===== config.mk =====
export PLATFORM = sky130hd
export DESIGN_NAME = param_hex_counter
export DESIGN_NICKNAME = d
export VERILOG_FILES = /design/src/rtl/param_hex_counter.sv
export SDC_FILE = /design/constraint.sdc
export NUM_CORES = 1
export LEC_CHECK = 0
export ABC_AREA = 1
export BUFFER_PORTS_ARGS = -buffer_cell sky130_fd_sc_hd__buf_2
export CAP_MARGIN = 20
export CORE_MARGIN = 3
export CORE_UTILIZATION = 40
export CTS_CLUSTER_SIZE = 40
export DETAILED_ROUTE_END_ITERATION = 10
export GPL_TIMING_DRIVEN = 1
export PLACE_DENSITY = 0.75
export SLEW_MARGIN = 20
export SYNTH_ARGS = -nofsm -noshare
export SYNTH_HDL_FRONTEND = slang
export SYNTH_SLANG_ARGS = --single-unit

===== constraint.sdc =====
create_clock -name Clk -period 2 [get_ports Clk]
set_input_delay 0 -clock Clk [delete_from_list [all_inputs] [get_ports Clk]]
set_output_delay 0 -clock Clk [all_outputs]
set_load 0.005 [all_outputs]

===== src/rtl/param_hex_counter.sv =====
// Parametrised DIGITS-wide hex up/down counter: programmable wrap value, clamped parallel load,
// cascade terminal count and per-nibble 7-segment decode. Optional sticky Ovf: PARAM_HEX_COUNTER_OVF_STICKY_EN.
module param_hex_counter #(
   parameter int                    DIGITS  = 4,
   parameter logic [4*DIGITS-1:0]   MAX_VAL = {(4*DIGITS){1'b1}}
) (
   input  logic                     Clk,
   input  logic                     ClrN,
   input  logic                     En,
   input  logic                     Up,
   input  logic                     Load,
   input  logic [4*DIGITS-1:0]      LoadVal,
   output logic [4*DIGITS-1:0]      Q,
   output logic                     Tc,
   output logic [7*DIGITS-1:0]      HEX
`ifdef PARAM_HEX_COUNTER_OVF_STICKY_EN
   ,
   output logic                     Ovf
`endif
);

   localparam int W = 4*DIGITS;
   localparam logic [W-1:0] ONE = W'(1);

   logic [W-1:0] q_next;
   logic         at_max;
   logic         at_zero;
   logic         wrap;

   assign at_max  = (Q == MAX_VAL);
   assign at_zero = (Q == '0);
   assign wrap    = En & ~Load & ((Up & at_max) | (~Up & at_zero));

   // Gated by ClrN so a cleared counter at zero counting down does not fire downstream stages.
   assign Tc = ClrN & wrap;

   always_comb begin
      q_next = Q;
      if (Load) begin
         q_next = (LoadVal > MAX_VAL) ? MAX_VAL : LoadVal;
      end else if (En) begin
         if (Up) q_next = at_max  ? '0      : Q + ONE;
         else    q_next = at_zero ? MAX_VAL : Q - ONE;
      end
   end

   always_ff @(posedge Clk or negedge ClrN) begin
      if (!ClrN) Q <= '0;
      else       Q <= q_next;
   end

`ifdef PARAM_HEX_COUNTER_OVF_STICKY_EN
   always_ff @(posedge Clk or negedge ClrN) begin
      if (!ClrN)     Ovf <= 1'b0;
      else if (Load) Ovf <= 1'b0;
      else if (wrap) Ovf <= 1'b1;
   end
`endif

   // Active-low segments, bit order {g,f,e,d,c,b,a}.
   function automatic logic [6:0] seg7(input logic [3:0] nib);
      logic [6:0] s;
      s = 7'b1111111;
      case (nib)
         4'h0: s = 7'b1000000;
         4'h1: s = 7'b1111001;
         4'h2: s = 7'b0100100;
         4'h3: s = 7'b0110000;
         4'h4: s = 7'b0011001;
         4'h5: s = 7'b0010010;
         4'h6: s = 7'b0000010;
         4'h7: s = 7'b1111000;
         4'h8: s = 7'b0000000;
         4'h9: s = 7'b0010000;
         4'hA: s = 7'b0001000;
         4'hB: s = 7'b0000011;
         4'hC: s = 7'b1000110;
         4'hD: s = 7'b0100001;
         4'hE: s = 7'b0000110;
         4'hF: s = 7'b0001110;
         default: s = 7'b1111111;
      endcase
      return s;
   endfunction

   for (genvar k = 0; k < DIGITS; k++) begin : g_digit
      assign HEX[7*k +: 7] = seg7(Q[4*k +: 4]);
   end

endmodule


After elaboration in Yosys (flattened, before gate mapping)
Memories as Yosys holds them, arrays and structs flattened.
Cells that the tools add are included.
- bits in latches: 0
- memory bits (read-only): 448
- input bits: 21
- RAM bits: 0
- logic and storage cells: 25
- bits in registers: 16
- output and inout bits: 45
- memories kept: 4
- memory list (memory ; words ; bits a word ; rd ports ; clocked after memory_dff ; write ports ; line ; source):
    (name not given) ; 16 ; 7 ; 1 ; 0 ; 0 ; 64 ; case (nib)
    (name not given) ; 16 ; 7 ; 1 ; 0 ; 0 ; 64 ;
    (name not given) ; 16 ; 7 ; 1 ; 0 ; 0 ; 64 ;
    (name not given) ; 16 ; 7 ; 1 ; 0 ; 0 ; 64 ;
- shift operators: 0
- bitwise gates (word level): 8
- mux-type cells: 6
- add/subtract/negate cells: 2
- reduce and logical (&&, ||, !) cells: 2
- div/mod/pow operators: 0
- multiply operators: 0
- magnitude comparators: 1
- equal/unequal tests: 1
- operators by type and width (cell ; count):
    $mux 16 ; 6
    $add 16x1->16 const B ; 1
    $eq 16x16->1 const B ; 1
    $gt 16x16->1 const B ; 1
    $logic_not 16->1 ; 1
    $sub 16x1->16 const B ; 1
    $and 1x1->1 ; 5
    $not 1->1 ; 2
    $reduce_bool 2->1 ; 1
    $or 1x1->1 ; 1

Longest topological paths before layout
- word-level depth: 5
- mapped depth: 12
- depth with buffers taken out: 12

Worst setup path after synthesis
OpenSTA, ideal clock, no wires.
- path type: register to register
- from: register Q[12]
- to: register Q[14]
- buffers on the path: 1
- cell stages (with the launch flop): 11
- library setup time: 121 ps
- data arrival time: 1624 ps
- data required time: 1879 ps
- clock period less this slack: 1746 ps
- slack: 254 ps
- cell sequence: dfrtp_1 > clkbuf_1 > inv_1 > ha_1 > inv_1 > nor2_1 > nand3_2 > nand2_1 > nand3b_1 > nand2_1 > nand2_1
- longest elaborated chain between the ends: 5
- elaborated cells between the ends (all ways): 9
- those cells by class: add/sub: 2; eq/ne: 1; mux: 5; reduce/logical: 1
- RTL lines (what ; line ; source):
    start: declaration ; 13 ; output logic [4*DIGITS-1:0] Q,
    start signal: assignment ; 49 ; else Q <= q_next;
    $sub 16x1->16, or another cell as far along ; 43 ; else q_next = at_zero ? MAX_VAL : Q - ONE;
    $mux 16 (on tied branches) ; 43, 42 ;
    $mux 16 (*) ; 42 ; if (Up) q_next = at_max ? '0 : Q + ONE;
    $mux 16 (*) ; 41 ; end else if (En) begin
    $mux 16 (*) ; 39 ; if (Load) begin
Every way passes the cells marked *; elsewhere a longest branch is shown, timed or not. The select of a mux whose other input is x is not followed.
A chain may end at the register's enable or synchronous reset.

Worst setup path in the final report
- from: register Q[1]
- to: output Tc
- longest elaborated chain between the ends: 5
- elaborated cells between the ends (all ways): 7
- those cells by class: eq/ne: 1; bitwise: 5; reduce/logical: 1
- RTL lines (what ; line ; source):
    $eq 16x16->1 or $logic_not 16->1 (tied branches) ; 30, 31 ;
    $and 1x1->1 ; 32 ; assign wrap = En & ~Load & ((Up & at_max) | (~Up & at_zero));
    $or 1x1->1 (*) ; 32 ;
    $and 1x1->1 (*) ; 32 ;
    $and 1x1->1 (*) ; 35 ; assign Tc = ClrN & wrap;
    end: declaration ; 14 ; output logic Tc,
Every way passes the cells marked *; elsewhere a longest branch is shown, timed or not.

==> flow_metrics.env <==
export IMPL_status="finished, final reports clean"
export IMPL_wl_per_cell_um=15.3
export IMPL_clk_latency_ps=260
export IMPL_drv_slew=0
export IMPL_grt_max_degree=18
export IMPL_via_count=3321
export IMPL_die_y_um=85.7
export IMPL_start_kind="flop"
export IMPL_ff2ff_path_depth=11
export IMPL_diodes=0
export IMPL_start_util=0.422
export IMPL_numPortBuffers=65
export IMPL_core_area_um2=6030
export IMPL_drv_cap=0
export IMPL_end_kind="output port"
export IMPL_layout_commonest_cell="nand2_1"
export IMPL_remaining_drc_errors=0
export IMPL_num_fill_cells=609
export IMPL_grt_pass1_vias=3169
export IMPL_drt_initial_drc_count=322
export IMPL_ant_nets=0
export IMPL_layout_drive_gt1_share=0.260
export IMPL_min_period_ps=1880
export IMPL_worst_hold_path_type="input pin to flop"
export IMPL_vias_per_cell=5.55
export IMPL_boundaryPins=66
export IMPL_worst_path_max_fanout=11
export IMPL_grt_pass1_wl_um=14800
export IMPL_place_gp_congestion=1.05
export IMPL_cts_made_buffers=3
export IMPL_syn_area_um2=2540
export IMPL_ys_warn_count=0
export IMPL_overflow=0
export IMPL_hpwl_um=6960
export IMPL_die_area_um2=7340
export IMPL_synth_avg_cell_area_um2=6.03
export IMPL_cts_sinks=16
export IMPL_powerDensity_nw_per_um2=532
export IMPL_antenna_found_initial=0
export IMPL_worstMarginPinSlew_ps=598
export IMPL_wl_um=9170
export IMPL_finalSetupViolCount=0
export IMPL_syn_to_final_growth_pct=32.3
export IMPL_timing_hold_ws_ps=2.76
export IMPL_crit_type="flop to output port"
export IMPL_largest_register_ffs=16
export IMPL_netlist_instances=421
export IMPL_clock_path_buffers=2
export IMPL_relSlewSlack=0.601
export IMPL_fmax_mhz=533
export IMPL_fin_skew_ps=6.20
export IMPL_syn_nets=464
export IMPL_hold_end="Q[1]"
export IMPL_synth_distinct_cells=33
export IMPL_required_ps=2000
export IMPL_nets=567
export IMPL_min_path_cells=3
export IMPL_cp_arrival_ps=1880
export IMPL_cts_root_buffer="clkbuf_8"
export IMPL_reg_top3="Q (16)"
export IMPL_ys_seq_elements=16
export IMPL_regMostFlops="Q"
export IMPL_finalPower_mw=1.79
export IMPL_drt_first_pass_iters=7
export IMPL_final_util=0.558
export IMPL_h_tree_depth=1
export IMPL_min_period_over_period=0.938
export IMPL_rows=28
export IMPL_r2r_end="Q[14]"
export IMPL_hold_viol=0
export IMPL_irDropWorstVdd_mv=0.310
export IMPL_regArea_um2=405
export IMPL_final_cell_mix="nand2_1 (131), buf_2 (65), nand3_1 (48), inv_1 (43), buf_4 (36)"
export IMPL_path_clk_slew_ps=70
export IMPL_rr_startpoint="Q[1]"
export IMPL_leakage_nw=1.76
export IMPL_cts_tree="yes"
export IMPL_yosysSeqAreaShare=0.158
export IMPL_die_w_um=85.7
export IMPL_hold_path_startpoint="LoadVal[1]"
export IMPL_multi_input_comb_area_um2=1880
export IMPL_grt_usage=0.246
export IMPL_rrSetupSlack_ps=170
==> cells by family (layout without fill, tap and decap cells) <==
group,after synthesis,after routing,synth area share
adders and majority gates,22,22,0.108
xor gates and xnor gates,8,8,0.0276
buffers and inverters,68,170,0.114
AOI/OAI and AO/OA,69,69,0.173
DFF,16,16,0.158
and+or+nand+nor,238,238,0.419
==> worst max-delay path by stage <==
stage	startpoint	endpoint	slack (ps)	depth (start not counted)
4_1_cts	Q[5]	Tc	20	9
5_1_grt	Q[1]	Tc	-5	9
6_report	Q[1]	Tc	120	8
3_5_place_dp	Q[5]	Q[15]	-90	10
3_3_place_gp	Q[0]	Q[11]	-50	10
2_1_floorplan	Q[12]	Q[14]	250	10
==> per-stage QoR <==
stage | worst slack (ps) | instance area [µm²] | setup TNS [ps] | cells
after detailed placement | -93.8 | 3110 | -558 | 577
after CTS | 15.5 | 3310 | 0 | 594
after global routing | -5.39 | 3360 | -5.39 | 598
after floorplan | 254 | 2540 | 0 | 421
final | 125 | 3360 | 0 | 598
after global placement | -45.8 | 3110 | -213 | 577
==> metal layers <==
layer  up-vias  share of wire  global-route usage
li1       1604              -                   -
met1      1515           0.43               0.329
met2       183           0.46               0.410
met3        19          0.097              0.0317
met4         0          0.019              0.0777
met5         -              0                   0
==> timing repair <==
action,CTS,global route
hold endpoints to repair,28,0
hold buffers,13,0
pin swaps,0,1
endpoints found under the setup margin,11,6
buffers inserted,0,4
resized for setup,4,14
==> synth_stat cells <==
| master | n | area share |
|---|---|---|
| ha_1 | 22 | 0.11 |
| a31oi_1 | 1 | 0.0025 |
| nand3b_1 | 2 | 0.0059 |
| buf_6 | 3 | 0.013 |
| o2111ai_1 | 3 | 0.010 |
| inv_2 | 3 | 0.0044 |
| o21ai_1 | 4 | 0.0079 |
| a21oi_1 | 8 | 0.016 |
| nand2_1 | 132 | 0.20 |
| dfrtp_1 | 16 | 0.16 |
| nor3_2 | 1 | 0.0039 |
| nand2_2 | 2 | 0.0049 |
| buf_4 | 2 | 0.0059 |
| buf_1 | 1 | 0.0015 |
| nor3_4 | 1 | 0.0064 |
| o21ai_0 | 21 | 0.041 |
| inv_1 | 47 | 0.069 |
| clkbuf_1 | 7 | 0.010 |
| o311ai_0 | 1 | 0.0034 |
| clkinv_1 | 2 | 0.0030 |
| a22oi_1 | 13 | 0.038 |
| nor2_4 | 4 | 0.018 |
| nor3_1 | 3 | 0.0059 |
| nor2_2 | 4 | 0.0099 |
| buf_2 | 3 | 0.0059 |
| nor2_1 | 31 | 0.046 |
| o211ai_1 | 7 | 0.021 |
| o221ai_1 | 6 | 0.021 |
| xor2_1 | 8 | 0.028 |
| o22ai_1 | 5 | 0.012 |
| nand3_2 | 3 | 0.012 |
| nand3_1 | 48 | 0.095 |
| nand4_1 | 7 | 0.017 |
==> worst max-delay path, cell delays in order (launching register included) <==
cell and delay, ps:
dfrtp_1 410, ha_2 250, nand3_2 120, inv_4 110
nand2_2 90, nor3_4 250, nor2_4 120, nor2_1 130
buf_2 130
==> final cells by class <==
cell class / count / area share
Inverter: 52 / 0.0596
Multi-Input combinational cell: 337 / 0.560
Tap cell: 75 / 0.0279
Timing Repair Buffer: 114 / 0.216
Sequential cell: 16 / 0.121
Clock buffer: 4 / 0.0164
==> report_power, final <==
group          switching (mW)  internal, mW  total, mW
logic                   0.603         0.430       1.03
registers              0.0804         0.362      0.442
clock network           0.138         0.176      0.314
(Power assumes the default switching activity.)
